===== src/rtl/neuron_mac_node.sv =====
// Neuron compute node: accumulates activation x weight products over a
// programmed fan-in, adds the bias, applies optional ReLU, saturates to Q8.8
// and hands the result back to the layer controller with a done pulse.
module neuron_mac_node #(
   parameter int unsigned DATA_W = 16,
   parameter int unsigned FRAC   = 8,
   parameter int unsigned ACC_W  = 40,
   parameter int unsigned LEN_W  = 10
) (
   input  logic              clock,
   input  logic              rst,
   input  logic              head_c2node,
   input  logic              data_select_c2node,
   input  logic              relu_en_c2node,
   input  logic [LEN_W-1:0]  len_c2node,
   input  logic [DATA_W-1:0] b_data,
   input  logic [DATA_W-1:0] x_data,
   input  logic [DATA_W-1:0] a_data,
   input  logic [DATA_W-1:0] w_data,
   input  logic              in_valid,
   output logic              busy,
   output logic [DATA_W-1:0] out_data,
   output logic              out_valid,
   output logic              done_flag_node2c,
   output logic              sat_flag
);

   localparam int unsigned PROD_W   = 2 * DATA_W;
   localparam int unsigned RES_W    = ACC_W - FRAC;
   localparam int unsigned PROD_PAD = ACC_W - PROD_W;
   localparam int unsigned BIAS_PAD = ACC_W - DATA_W - FRAC;

   typedef enum logic [2:0] {
      S_IDLE  = 3'd0,
      S_ACCUM = 3'd1,
      S_BIAS  = 3'd2,
      S_ACT   = 3'd3,
      S_DONE  = 3'd4
   } state_t;

   state_t state;
   state_t state_nx;

   logic [LEN_W-1:0]  len_q;
   logic [LEN_W-1:0]  count;
   logic              sel_q;
   logic              relu_q;
   logic [DATA_W-1:0] bias_q;
   logic [ACC_W-1:0]  acc;

   logic              head_ok;
   logic              beat;
   logic              last_beat;

   logic signed [DATA_W-1:0] op_s;
   logic signed [DATA_W-1:0] w_s;
   logic signed [PROD_W-1:0] prod;
   logic [ACC_W-1:0]         prod_ext;
   logic [ACC_W-1:0]         bias_ext;
   logic [RES_W-1:0]         r_shift;
   logic [RES_W-1:0]         r_act;
   logic                     res_fits;
   logic [DATA_W-1:0]        res;
   logic                     res_sat;

   logic busy_nx;
   logic valid_nx;

   assign head_ok   = (state == S_IDLE) && head_c2node;
   assign beat      = (state == S_ACCUM) && in_valid;
   assign last_beat = beat && (count == len_q - LEN_W'(1));

   // State register; a low rst aborts any job in flight.
   always_ff @(posedge clock) begin
      if (!rst) state <= S_IDLE;
      else      state <= state_nx;
   end

   // Next-state sequencing through accumulate, bias, activation and done.
   always_comb begin
      state_nx = state;
      case (state)
         S_IDLE:  if (head_c2node) state_nx = (len_c2node != '0) ? S_ACCUM : S_BIAS;
         S_ACCUM: if (last_beat)   state_nx = S_BIAS;
         S_BIAS:  state_nx = S_ACT;
         S_ACT:   state_nx = S_DONE;
         S_DONE:  state_nx = S_IDLE;
         default: state_nx = S_IDLE;
      endcase
   end

   // Output decode from the upcoming state so the flags are registered.
   always_comb begin
      busy_nx  = (state_nx != S_IDLE);
      valid_nx = (state_nx == S_DONE);
   end

   // Product, bias alignment and Q8.8 activation/saturation of the accumulator.
   always_comb begin
      op_s     = sel_q ? a_data : x_data;
      w_s      = w_data;
      prod     = PROD_W'(op_s) * PROD_W'(w_s);
      prod_ext = {{PROD_PAD{prod[PROD_W-1]}}, prod};
      bias_ext = {{BIAS_PAD{bias_q[DATA_W-1]}}, bias_q, {FRAC{1'b0}}};
      r_shift  = acc[ACC_W-1:FRAC];
      r_act    = (relu_q && r_shift[RES_W-1]) ? '0 : r_shift;
      // Fits in DATA_W when all bits from the DATA_W sign bit upward agree.
      res_fits = (&r_act[RES_W-1:DATA_W-1]) || !(|r_act[RES_W-1:DATA_W-1]);
      res_sat  = !res_fits;
      if (res_fits)              res = r_act[DATA_W-1:0];
      else if (r_act[RES_W-1])   res = {1'b1, {(DATA_W-1){1'b0}}};
      else                       res = {1'b0, {(DATA_W-1){1'b1}}};
   end

   // Job parameters, accumulator and beat counter.
   always_ff @(posedge clock) begin
      if (!rst) begin
         len_q  <= '0;
         sel_q  <= 1'b0;
         relu_q <= 1'b0;
         bias_q <= '0;
         acc    <= '0;
         count  <= '0;
      end else begin
         if (head_ok) begin
            len_q  <= len_c2node;
            sel_q  <= data_select_c2node;
            relu_q <= relu_en_c2node;
            bias_q <= b_data;
            acc    <= '0;
            count  <= '0;
         end else if (beat) begin
            acc   <= acc + prod_ext;
            count <= count + LEN_W'(1);
         end else if (state == S_BIAS) begin
            acc <= acc + bias_ext;
         end
      end
   end

   // Registered result, saturation flag and handshake outputs.
   always_ff @(posedge clock) begin
      if (!rst) begin
         out_data         <= '0;
         sat_flag         <= 1'b0;
         busy             <= 1'b0;
         out_valid        <= 1'b0;
         done_flag_node2c <= 1'b0;
      end else begin
         busy             <= busy_nx;
         out_valid        <= valid_nx;
         done_flag_node2c <= valid_nx;
         if (head_ok) begin
            sat_flag <= 1'b0;
         end else if (state == S_ACT) begin
            out_data <= res;
            sat_flag <= res_sat;
         end
      end
   end

endmodule


===== config.mk =====
export PLATFORM = sky130hd
export DESIGN_NAME = neuron_mac_node
export DESIGN_NICKNAME = d
export VERILOG_FILES = /design/src/rtl/neuron_mac_node.sv
export SDC_FILE = /design/constraint.sdc
export NUM_CORES = 1
export LEC_CHECK = 0
export BUFFER_PORTS_ARGS = -buffer_cell sky130_fd_sc_hd__buf_2
export CORE_MARGIN = 3
export CORE_UTILIZATION = 55
export DETAILED_ROUTE_END_ITERATION = 8
export GPL_TIMING_DRIVEN = 0
export PLACE_DENSITY = 0.79
export SYNTH_ARGS = -nofsm -noshare
export SYNTH_HDL_FRONTEND = slang
export SYNTH_SLANG_ARGS = --single-unit

===== constraint.sdc =====
create_clock -name clock -period 8.8 [get_ports clock]
set_clock_uncertainty 0.15 [all_clocks]
set_input_delay 0.88 -clock clock [delete_from_list [all_inputs] [get_ports clock]]
set_output_delay 0.88 -clock clock [all_outputs]
set_load 0.05 [all_outputs]

==> impl_metrics.yaml <==
run_status:
  outcome: "finished with violations"
  violations: "setup timing"
timing:
  slew_headroom_pct: 7.04
  rsz0062_at_grt: "true"
  hold_violations: 0
  fin_tns_setup_ns: -0.0119
  period_share_pct: 100
  fin_ws_ns: -0.0119
  slew_viol_final: 0
  fmax_mhz: 113
  worstMarginPinSlew_ns: 1.38
  min_period_ns: 8.81
  setup_viol_count_final: 1
yosys:
  yosysTopAreaCell: "fa_1"
  synthArstFlopShare_pct: 0
  ys_ff_latch: 100
  synthCells: 2079
  yosysWarnings: 0
  yosys-top-cells-area: "fa_1, dfxtp_1, ha_1, inv_1, nand2_1"
  ys_types: 75
  netlist_top_cells_count: "inv_1, fa_1, nand2_1"
  syn-num-nets: 2579
  synth_most_common_cell: "inv_1"
  synth_area_per_cell_um2: 8.47
  syn_area_um2: 17600
  synthFlopType: "dfxtp_1"
  netlist.area_leader.share_pct: 30.0
  seq_area_frac_synth_pct: 11.4
  synth-edff-count: 0
cells_and_area:
  fin_area_um2: 20000
  finalNetCount: 2736
  drive_above_1_share_pct: 14.9
  area_growth_pct: 13.9
  diodes: 0
worst_setup_path:
  critPathRequiredTime_ns: 8.90
  cp_max_fo: 5
  critPathLaunchType: "register"
  path_common_cell: "fa_1"
  r2r_cells: 31
  max_stage_delay_ns: 0.58
  worst-setup-path-type: "reg -> reg"
  cp_slowest_cell: "fa_1"
  critPathCaptureType: "register"
  crit_arrival_ns: 8.91
floorplan:
  initial_core_util_pct: 56.7
  ios: 100
  core-area_um2: 31100
  die_w_um: 185
  row_count: 64
  dieArea_um2: 34200
  die_y_um: 185
grt:
  grt_pass1_wl_mm: 74.8
  antenna_found_initial: 0
  grt_usage_pct: 26.9
  grt-ovfl-total: 0
  grt_pass1_vias: 15700
  grt_max_degree: 19
placement:
  dpl_cell_area_um2: 18600
  port-buffer-count: 99
  place_congestion: 0.952
  place_worst_setup_slack_ns: -1.26
  hpwl_mm: 36.8
detailed_routing:
  wirelength_mm: 47.4
  dr.pass1.iters: 5
  drt_iter0_drc: 1279
  viasPerCell: 5.84
  post-route-drc-count: 0
  drtAntennaViolNets: 0
  dr_total_vias: 15400
  wire_per_inst_um: 18.0
clocking:
  cts_buffers: 9
  cts_sinks: 100
  cts_tree: "yes"
  cts_root_buf: "clkbuf_16"
  holdBufCountCts: 0
  htreeDepth: 3
  clkSlewWorstSetupHoldPaths_ns: 0.08
  clk_path_buf_depth: 2
  clock_latency_ns: 0.36
min_path:
  holdCritPathClass: "reg -> reg"
  holdPathStages: 2
flow_run:
  max_cap_violations: 0
[metrics by stage]
step / hold WS (ns) / std cells / util, %
2_1_floorplan: 0.286 / 2079 / -
3_3_place_gp: 0.296 / 2574 / 59.9
3_5_place_dp: 0.298 / 2574 / 59.9
4_1_cts: 0.310 / 2608 / 62.5
5_1_grt: 0.327 / 2637 / 64.5
6_report: 0.312 / 2637 / 64.5
[worst paths after layout]
path / from / endpoint / slack (ns)
max reg2reg: sel_q$_SDFFE_PN0P_ / acc[39]$_SDFFE_PP0P_ / -0.01
min reg2reg: acc[7]$_SDFFE_PP0P_ / acc[7]$_SDFFE_PP0P_ / 0.31
min: acc[7]$_SDFFE_PP0P_ / acc[7]$_SDFFE_PP0P_ / 0.31
max: sel_q$_SDFFE_PN0P_ / acc[39]$_SDFFE_PP0P_ / -0.01
[cell usage in the layout, fill, tap and decap left out, drive strengths merged, types with 35 or more instances in the layout]
master / count
nor2: 100
dfxtp: 100
nand2: 260
and2: 116
o21ai: 75
buf: 167
clkbuf: 65
inv: 318
xnor2: 77
ha: 156
a21o: 35
fa: 264
a21oi: 130
[repair_timing]
action	in CTS	in global routing
endpoints found under the setup margin	22	12
pin swaps	28	62
gates cloned	2	0
buffers inserted	20	32
gates resized for setup	82	123
[layout make-up]
class                           count  area [um2]
Buffer                             70         440
Clock buffer                        9         225
Fill cell                        2492       11000
Clock inverter                      7        73.8
Multi-Input combinational cell   1586       14700
Inverter                          316        1190
Tap cell                          396         495
Timing Repair Buffer              153         966
Sequential cell                   100        2010
[registers in the layout, indices dropped and copies added, names as in the netlist, 3 cells and up]
register  count
bias_q       16
state         3
out_data     16
len_q        10
acc          40
count        10
[critical path: cells and delay by family (launching register included)]
kind / cells / cell delay, ns
DFF: 1 / 0.36
buffers and inverters: 4 / 0.40
xor gates and xnor gates: 3 / 0.59
adders and majority gates: 8 / 3.71
AOI/OAI and AO/OA: 12 / 2.83
and+or+nand+nor: 3 / 0.32
muxes: 1 / 0.34
[per-layer routing]
metal | share of wire [%] | wire length, um | up-vias | GRT usage, %
met5 | 0 | 0 | - | 0
met4 | 3.2 | 1530 | 0 | 8.10
met3 | 6.7 | 3190 | 122 | 4.81
met1 | 40 | 19000 | 7640 | 34.3
li1 | - | - | 7076 | -
met2 | 50 | 23700 | 562 | 46.9
[logic make-up (layout without fill, tap and decap cells)]
logic type      Yosys count  in the layout  synth area share, %
mux                      20             20                 1.25
buf+inv                 393            555                 8.52
fa+ha+maj               420            420                 41.1
simple gates            643            643                 17.6
compound gates          392            392                 14.5
flops                   100            100                 11.4
xor+xnor                111            111                 5.60
Power is left out: the tool's default activity adds up to more than one toggle a clock period on the data nets, which glitch-free logic cannot reach.
